$ cat config.mk
export PLATFORM = sky130hd
export DESIGN_NAME = fetch_unit_flat
export DESIGN_NICKNAME = d
export VERILOG_FILES = /design/src/rtl/fetch_unit_if.sv /design/src/rtl/fetch_unit.sv /design/src/flat_wrapper.sv
export SDC_FILE = /design/constraint.sdc
export NUM_CORES = 1
export LEC_CHECK = 0
export BUFFER_PORTS_ARGS = -buffer_cell sky130_fd_sc_hd__buf_4
export CELL_PAD_IN_SITES_DETAIL_PLACEMENT = 2
export CELL_PAD_IN_SITES_GLOBAL_PLACEMENT = 2
export CORE_MARGIN = 10
export CORE_UTILIZATION = 30
export CTS_CLUSTER_DIAMETER = 150
export DETAILED_ROUTE_END_ITERATION = 10
export PLACE_DENSITY_LB_ADDON = 0.1
export RECOVER_POWER = 50
export SLEW_MARGIN = 0
export SYNTH_ARGS = -nofsm -noshare
export SYNTH_HDL_FRONTEND = slang
export SYNTH_SLANG_ARGS = --single-unit
$ cat constraint.sdc
create_clock -name clk -period 74.3 [get_ports clk]
set_input_delay 22.29 -clock clk [delete_from_list [all_inputs] [get_ports clk]]
set_output_delay 22.29 -clock clk [all_outputs]
set_load 0.01 [all_outputs]
$ cat src/rtl/fetch_unit_if.sv
// Fetch unit bus bundle: icache line-request port, decode instruction stream and redirect input.
interface fetch_unit_if #(
    parameter int LINE_W = 512
);
    logic [31:0]       req_pc;
    logic              req_rd;
    logic              req_accept;
    logic [LINE_W-1:0] req_data;
    logic              instr_valid;
    logic              instr_ready;
    logic [31:0]       instr_data;
    logic [31:0]       instr_pc;
    logic              redirect_valid;
    logic [31:0]       redirect_pc;

    modport master (
        output req_pc, req_rd,
        input  req_accept, req_data,
        output instr_valid, instr_data, instr_pc,
        input  instr_ready,
        input  redirect_valid, redirect_pc
    );

    modport slave (
        input  req_pc, req_rd,
        output req_accept, req_data,
        input  instr_valid, instr_data, instr_pc,
        output instr_ready,
        output redirect_valid, redirect_pc
    );
endinterface

$ cat src/rtl/fetch_unit.sv
// Instruction fetch stage: requests icache lines, streams 32-bit words with PCs to decode.
// Optional next-line prefetch buffer enabled by defining FETCH_NEXT_LINE_PREFETCH_EN.
module fetch_unit #(
    parameter logic [31:0] RESET_PC = 32'h0000_0000,
    parameter int          LINE_W   = 512,
    parameter int          OFF_W    = 6
) (
    input logic          clk,
    input logic          rst,
    fetch_unit_if.master bus
);
    localparam int               WPL      = LINE_W / 32;
    localparam int               IDX_W    = OFF_W - 2;
    localparam logic [IDX_W-1:0] LAST_IDX = IDX_W'(WPL - 1);

    typedef enum logic [1:0] {
        ST_IDLE,
        ST_REQ,
        ST_STREAM,
        ST_DRAIN
    } state_t;

    state_t            r_state, w_state_nxt;
    logic [31:0]       r_fetch_pc, w_fetch_pc_nxt;
    logic [31:0]       r_drain_pc, w_drain_pc_nxt;
    logic [LINE_W-1:0] r_line, w_line_nxt;
    logic              w_line_load;

    logic [IDX_W-1:0]  w_idx;
    logic [31:0]       w_cur_line;
    logic [31:0]       w_redirect_pc;
    logic              w_fire;

    assign w_idx         = r_fetch_pc[OFF_W-1:2];
    assign w_cur_line    = {r_fetch_pc[31:OFF_W], {OFF_W{1'b0}}};
    assign w_redirect_pc = bus.redirect_pc & ~32'h3;
    assign w_fire        = bus.instr_valid && bus.instr_ready;

`ifdef FETCH_NEXT_LINE_PREFETCH_EN
    localparam logic [31:0] LINE_BYTES = 32'(LINE_W / 8);

    logic [LINE_W-1:0] r_pf_line;
    logic              r_pf_valid, w_pf_valid_nxt;
    logic              w_pf_load;
    logic              w_line_from_pf;
    logic              w_accept;

    assign w_accept   = bus.req_rd && bus.req_accept;
    assign w_line_nxt = w_line_from_pf ? r_pf_line : bus.req_data;
`else
    assign w_line_nxt = bus.req_data;
`endif

    // DRAIN keeps presenting the abandoned request until icache takes it.
    always_comb begin
        bus.req_rd = 1'b0;
        bus.req_pc = w_cur_line;
        unique case (r_state)
            ST_REQ: bus.req_rd = 1'b1;
            ST_DRAIN: begin
                bus.req_rd = 1'b1;
                bus.req_pc = r_drain_pc;
            end
`ifdef FETCH_NEXT_LINE_PREFETCH_EN
            ST_STREAM: begin
                bus.req_rd = !r_pf_valid;
                bus.req_pc = w_cur_line + LINE_BYTES;
            end
`endif
            default: ;
        endcase
    end

    assign bus.instr_valid = (r_state == ST_STREAM);
    assign bus.instr_data  = bus.instr_valid ? r_line[{w_idx, 5'd0} +: 32] : 32'h0;
    assign bus.instr_pc    = r_fetch_pc;

    always_comb begin
        // NOTE: every signal written here gets a default first, so no path can infer a latch.
        w_state_nxt    = r_state;
        w_fetch_pc_nxt = r_fetch_pc;
        w_drain_pc_nxt = r_drain_pc;
        w_line_load    = 1'b0;
`ifdef FETCH_NEXT_LINE_PREFETCH_EN
        w_pf_valid_nxt = r_pf_valid;
        w_pf_load      = 1'b0;
        w_line_from_pf = 1'b0;
`endif
        if (bus.redirect_valid) begin
            w_fetch_pc_nxt = w_redirect_pc;
            w_drain_pc_nxt = bus.req_pc;
`ifdef FETCH_NEXT_LINE_PREFETCH_EN
            w_pf_valid_nxt = 1'b0;
`endif
            w_state_nxt = (bus.req_rd && !bus.req_accept) ? ST_DRAIN : ST_REQ;
        end else begin
            unique case (r_state)
                ST_IDLE: w_state_nxt = ST_REQ;
                ST_REQ: begin
                    if (bus.req_accept) begin
                        w_line_load = 1'b1;
                        w_state_nxt = ST_STREAM;
                    end
                end
                ST_DRAIN: begin
                    if (bus.req_accept) w_state_nxt = ST_REQ;
                end
                ST_STREAM: begin
`ifdef FETCH_NEXT_LINE_PREFETCH_EN
                    if (w_accept) begin
                        w_pf_load      = 1'b1;
                        w_pf_valid_nxt = 1'b1;
                    end
`endif
                    if (w_fire) begin
                        w_fetch_pc_nxt = r_fetch_pc + 32'd4;
                        if (w_idx == LAST_IDX) begin
`ifdef FETCH_NEXT_LINE_PREFETCH_EN
                            if (r_pf_valid) begin
                                w_line_load    = 1'b1;
                                w_line_from_pf = 1'b1;
                                w_pf_valid_nxt = 1'b0;
                            end else if (w_accept) begin
                                w_line_load    = 1'b1;
                                w_pf_load      = 1'b0;
                                w_pf_valid_nxt = 1'b0;
                            end else begin
                                w_state_nxt = ST_REQ;
                            end
`else
                            w_state_nxt = ST_REQ;
`endif
                        end
                    end
                end
                default: w_state_nxt = ST_IDLE;
            endcase
        end
    end

    always_ff @(posedge clk) begin
        if (rst) begin
            r_state    <= ST_IDLE;
            r_fetch_pc <= RESET_PC;
            r_drain_pc <= {RESET_PC[31:OFF_W], {OFF_W{1'b0}}};
`ifdef FETCH_NEXT_LINE_PREFETCH_EN
            r_pf_valid <= 1'b0;
`endif
        end else begin
            r_state    <= w_state_nxt;
            r_fetch_pc <= w_fetch_pc_nxt;
            r_drain_pc <= w_drain_pc_nxt;
`ifdef FETCH_NEXT_LINE_PREFETCH_EN
            r_pf_valid <= w_pf_valid_nxt;
`endif
        end
    end

    // NOTE: line buffers are pure data storage; validity lives in r_state/r_pf_valid, so they take no reset.
    always_ff @(posedge clk) begin
        if (w_line_load) r_line <= w_line_nxt;
`ifdef FETCH_NEXT_LINE_PREFETCH_EN
        if (w_pf_load) r_pf_line <= bus.req_data;
`endif
    end
endmodule

$ cat src/flat_wrapper.sv
// flat-port wrapper written by rule: the top's interface ports become plain ports
module fetch_unit_flat 
#(
    parameter logic [31:0] RESET_PC = 32'h0000_0000,
    parameter int          LINE_W   = 512,
    parameter int          OFF_W    = 6
)
  (clk, rst, bus_req_pc, bus_req_rd, bus_req_accept, bus_req_data, bus_instr_valid, bus_instr_data, bus_instr_pc, bus_instr_ready, bus_redirect_valid, bus_redirect_pc);
  fetch_unit_if #(.LINE_W(LINE_W)) bus_i ();
  input logic clk;
  input logic rst;
  output wire logic [$bits(bus_i.req_pc)-1:0] bus_req_pc;
  output wire logic [$bits(bus_i.req_rd)-1:0] bus_req_rd;
  input wire logic [$bits(bus_i.req_accept)-1:0] bus_req_accept;
  input wire logic [$bits(bus_i.req_data)-1:0] bus_req_data;
  output wire logic [$bits(bus_i.instr_valid)-1:0] bus_instr_valid;
  output wire logic [$bits(bus_i.instr_data)-1:0] bus_instr_data;
  output wire logic [$bits(bus_i.instr_pc)-1:0] bus_instr_pc;
  input wire logic [$bits(bus_i.instr_ready)-1:0] bus_instr_ready;
  input wire logic [$bits(bus_i.redirect_valid)-1:0] bus_redirect_valid;
  input wire logic [$bits(bus_i.redirect_pc)-1:0] bus_redirect_pc;
  assign bus_req_pc = bus_i.req_pc;
  assign bus_req_rd = bus_i.req_rd;
  assign bus_i.req_accept = bus_req_accept;
  assign bus_i.req_data = bus_req_data;
  assign bus_instr_valid = bus_i.instr_valid;
  assign bus_instr_data = bus_i.instr_data;
  assign bus_instr_pc = bus_i.instr_pc;
  assign bus_i.instr_ready = bus_instr_ready;
  assign bus_i.redirect_valid = bus_redirect_valid;
  assign bus_i.redirect_pc = bus_redirect_pc;
  fetch_unit #(.RESET_PC(RESET_PC), .LINE_W(LINE_W), .OFF_W(OFF_W)) u_core (.clk(clk), .rst(rst), .bus(bus_i));
endmodule
Word level (Yosys, flattened, before mapping)
Index checks and enable logic that the tools add are counted.
{"block": "totals", "register_bits": 578, "input_bits": 549, "output_inout_bits": 98}
{"block": "op_classes", "addsub": 1, "n_eq_ne": 8, "shift": 1, "n_mux": 16, "reduce_logical": 11}
{"cell": "variable part select 512 x 10 -> 32 bit", "count": 1}
{"cell": "two-way mux 32 bit", "count": 5}
{"cell": "adder 32 x 3 -> 32 bit (second input constant)", "count": 1}
{"cell": "two-way mux 2 bit", "count": 6}
{"cell": "inequality test 3 bit (second input constant)", "count": 4}
{"cell": "case mux 2 bit (4 select lines)", "count": 1}
{"cell": "== test 2 bit (second input constant)", "count": 2}
{"cell": "== test 4 bit (second input constant)", "count": 1}
{"cell": "two-way mux 1 bit", "count": 4}
{"cell": "AND reduction 2 bit", "count": 2}
{"cell": "AND reduction 4 bit", "count": 1}
{"cell": "nonzero test 2 bit", "count": 2}
{"cell": "OR reduction 2 bit", "count": 2}
{"cell": "== test 2 x 1 -> 1 bit (second input constant)", "count": 1}
{"cell": "logical AND 1 bit", "count": 2}
{"cell": "zero test 2 bit", "count": 1}
{"cell": "zero test 1 bit", "count": 1}

Longest topological paths before layout
{"block": "depth", "ltp_word": 6, "mapped_depth": 7}

Least setup slack after synthesis
Ideal clock, no wire load.
{"block": "synth_timing", "kind": "input-to-reg", "start": "in bus_redirect_valid", "end": "reg u_core.r_line[0] (enable)", "setup_ns": 2.015, "arrival_ns": 57.572, "slack_ns": 14.713, "path_stages": 4, "path_cell_list": "clkbuf_1 clkbuf_1 buf_1 nor3_1"}
{"block": "synth_via", "elab_chain_len": 1}
{"element": "from (decl)", "line": "flat_wrapper.sv:20", "rtl": "input wire logic [$bits(bus_i.redirect_valid)-1:0] bus_redirect_valid;"}
{"element": "two-way mux 1 bit", "line": "fetch_unit.sv:89", "rtl": "if (bus.redirect_valid) begin"}
{"element": "net u_core.w_line_load", "line": "fetch_unit.sv:27", "rtl": "logic w_line_load;"}
{"element": "to (signal assigned)", "line": "fetch_unit.sv:161", "rtl": "if (w_line_load) r_line <= w_line_nxt;"}
{"element": "to (decl)", "line": "fetch_unit.sv:26", "rtl": "logic [LINE_W-1:0] r_line, w_line_nxt;"}
The timed path passes the listed nets, and every way through them passes these cells.
A chain may end at the register's enable or synchronous reset.

Final worst setup path
{"block": "layout_timing", "start": "in bus_redirect_valid", "end": "reg u_core.r_line[401] (enable)"}
Same word-level chain as after synthesis.

==> flow_summary.toml <==
[route]
route.detailed.vias_per_inst = 4.892
final_antenna_net_count = 0
route.vias.total = 15590
wl_um = 88800
drc = 0
drt_first_pass_iters = 4
dr.first_iter.drc_count = 852
post_drt_wl_per_cell_um = 27.87

[clock_tree]
cts.sink_count = 576
post_cts.resized_instances = 0
post-cts-setup-buffer-count = 0
cts-hold-fix-buffers = 0
tritoncts_clock_tree = "built"
ctsHtreeMaxLevel = 3
cts.root.buffer_cell = "clkbuf_16"
cts_buffers = 69
max-clock-path-buffers = 3
clk_pin_slew_ns = 0.05
clkLatencyLatePin_ns = 0.60

[setup_path]
setup.worst_path.class = "in -> reg"
element_type_at_the_critical_path_start = "input port"
worst-endpoint-required_ns = 74.50
r2r_cells = 5
path_max_fanout = 86
timing.rr.start = "u_core.r_state[0]"
r2r_end = "u_core.r_line[401]"
worst-r2r-setup-slack_ns = 69.61
critical_path.endpoint_type = "register"
cp_data_arrival_time_ns = 26.65

[power_and_ir_drop]
switching_share_pct = 23.42
ir_drop_v = 0.00001979
seq_power_share_pct = 49.5
cellInternalPower_mw = 0.5757
net-switching-power_mw = 0.1760
comb_power_share_pct = 9.1
reported_leakage_power_nw = 11.10
power.density_nw_per_um2 = 24.08
portion_of_total_power_attributed_to_the_clock_network_pct = 41.3

[global_routing]
globalRouteOverflowTotal = 0
antenna_found_initial = 47
global_route_wire_length_before_repair_um = 124600
grt_start_max_net_pins = 197
globalRouteTotalUtil_pct = 19.14
grt_pass1_vias = 17570

[logic_synthesis]
share_of_the_synthesized_area_in_the_top_cell_type_pct = 65.87
async_flop_share_pct = 0
most_numerous_cell_types_in_the_synthesized_netlist = "512 x edfxtp_1, 129 x mux2i_1, 78 x nand2_1"
synthesis.yosys.warnings = 0
post_synth_num_cell_types = 50
yosys_register_bits = 576
yosys-top-cells-area = "edfxtp_1 66%, mux4_2 6.2%, mux2i_1 5.5%, dfxtp_1 5.5%, mux2_2 2.8%"
synth_edf_count = 512
netlist_area_um2 = 23340
synth.largest_area_cell = "edfxtp_1"
top_flip_flop_cell_by_instance_count_after_synthesis = "edfxtp_1"
cell_count_after_synthesis = 1439
synth.yosys.seq_area_share_pct = 71.36
syn_avg_cell_area_um2 = 16.22
yosysMostFrequentCell = "edfxtp_1"

[floorplanning]
starting_density_of_the_core_pct = 30.18
die-width_um = 298.9
die_area_um2 = 89360
design.core.area_um2 = 77340
placement_rows = 102
dieHeight_um = 298.9
floorplan.io_pins = 647

[outcome]
run_status = "finished, violations left"
failed_checks = "capacitance limit, slew limit"

[finish]
layout-drive-gt1-share_pct = 40.09
flow.area_growth_from_synthesis_pct = 33.75
final_net_count = 2615
postLayoutCoreUtil_pct = 40.37
layout.filler_cells = 7743

[timing]
finalCritPeriodShare_pct = 35.60
final-setup-viol-count = 0
max_slew.worst_pin.slew_ns = 2.559
worst_clock_skew_ns = 0.02299
finalHoldViolCount = 0
report.final.slew_viol_count = 108
max_clock_freq_ghz = 0.03781
period_minus_slack_ns = 26.45
tns_ns = 0
maxSlewHeadroom_pct = -70.62
unrepaired_setup_endpoints_after_global_routing = "false"

[hold_path]
hold_path_depth = 2
worst_hold_check_path_type = "reg -> reg"
worstHoldEndpoint = "u_core.r_drain_pc[30]"
timing.hold.worst.start = "u_core.r_drain_pc[30]"

[placement]
gp_routability_congestion = 0.7746
io_buffers = 642
place_hpwl_um = 65390

[run]
max_cap_viol_count = 3
==> state kept, by name, indices dropped and copies added, names as in the netlist <==
| signal | count |
|---|---|
| u_core.bus.instr_pc | 30 |
| u_core.r_state | 2 |
| u_core.r_line | 512 |
| u_core.r_drain_pc | 32 |
==> worst max-delay path by stage <==
stage | startpoint | endpoint | slack (ns)
after global routing | bus_redirect_valid | u_core.r_line[83] | 47.52
after detailed placement | bus_redirect_valid | u_core.r_line[116] | 48.10
after global placement | bus_redirect_valid | u_core.r_line[211] | 48.27
after CTS | u_core.bus.instr_pc[2] | bus_instr_data[15] | 47.74
after floorplan | bus_redirect_valid | u_core.r_line[0] | 14.71
final | bus_redirect_valid | u_core.r_line[401] | 47.85
==> cell type report <==
type                       count  area, um^2  area share (%)
sequential                   576       16670           53.39
multi-input combinational    743        6207           19.88
timing repair buffer         660        4887           15.65
clock buffer                  90        1848           5.919
tap                         1040        1301           4.168
clock inverter                32       176.4          0.5651
antenna                       31       77.57          0.2485
inverter                      14       55.05          0.1763
==> cells in the final DEF (no fill, tap or decap), types with 3 or more instances in the layout <==
cell type	Yosys	routed
a211oi_1	45	45
and4_1	8	8
a2111oi_0	4	5
o21ai_0	72	72
mux2i_1	129	129
nand4_1	11	11
and2_1	9	9
dfxtp_1	64	61
inv_1	13	13
buf_12	0	3
dfxtp_4	0	3
clkbuf_1	73	47
mux4_2	64	64
nor3b_1	4	4
nand3_1	10	10
buf_4	3	140
clkbuf_16	0	71
edfxtp_1	512	512
clkbuf_4	0	489
mux2_2	58	58
o31ai_1	8	8
or4_1	13	13
clkinv_2	0	9
and3_1	12	12
nor3_1	38	38
nor2_1	28	28
nand2_1	78	77
diode_2	0	31
a311oi_1	10	10
clkinv_1	0	19
o22ai_1	32	32
nor4_1	8	8
xor2_1	3	3
a21oi_1	66	66
xnor2_1	5	5
or3_1	3	3
==> worst max-delay path, cell delays in order <==
cell      delay, ns
clkbuf_1       0.62
nor3_1         0.88
buf_4          0.93
buf_4          0.80
buf_4          0.85
==> per-stage QoR <==
| stage | setup slack (ns) | total power, mW | std cells | cell area [um^2] | hold WS (ns) |
|---|---|---|---|---|---|
| 2_1_floorplan | 14.71 | 0.4207 | 1440 | 23340 | 0.4222 |
| 3_3_place_gp | 48.27 | 0.4488 | 3033 | 29240 | 0.4368 |
| 3_5_place_dp | 48.10 | 0.4515 | 3033 | 29240 | 0.4415 |
| 4_1_cts | 47.74 | 0.7686 | 3155 | 31270 | 0.4582 |
| 5_1_grt | 47.52 | 0.7819 | 3178 | 31200 | 0.4744 |
| 6_report | 47.85 | 0.7517 | 3186 | 31220 | 0.4552 |
==> metal layers <==
metal  GRT usage (%)  part of all wire (%)  vias up
met3           5.798                   6.7      145
met2           35.29                    55      451
met5               0                  0.27        -
met1           20.17                    36     7946
met4           7.299                   2.7       32
li1                -                     -     7011
==> power groups by stage <==
stage	clock (mW)	sequential, mW	combinational, mW
2_1_floorplan	0	0.387	0.0334
3_3_place_gp	0	0.378	0.0704
3_5_place_dp	0	0.379	0.0723
4_1_cts	0.323	0.372	0.0727
5_1_grt	0.333	0.373	0.0752
6_report	0.311	0.372	0.0688
==> cell families after synthesis <==
logic type | count (synthesis) | synth area share [%]
xor gates and xnor gates | 8 | 0.3002
muxes | 251 | 14.51
AOI/OAI and AO/OA | 247 | 6.433
other | 1 | 0.01607
and+or+nand+nor | 233 | 5.178
adders and majority gates | 2 | 0.1072
buffers and inverters | 121 | 2.101
DFF | 576 | 71.36
(Power assumes the default switching activity.)
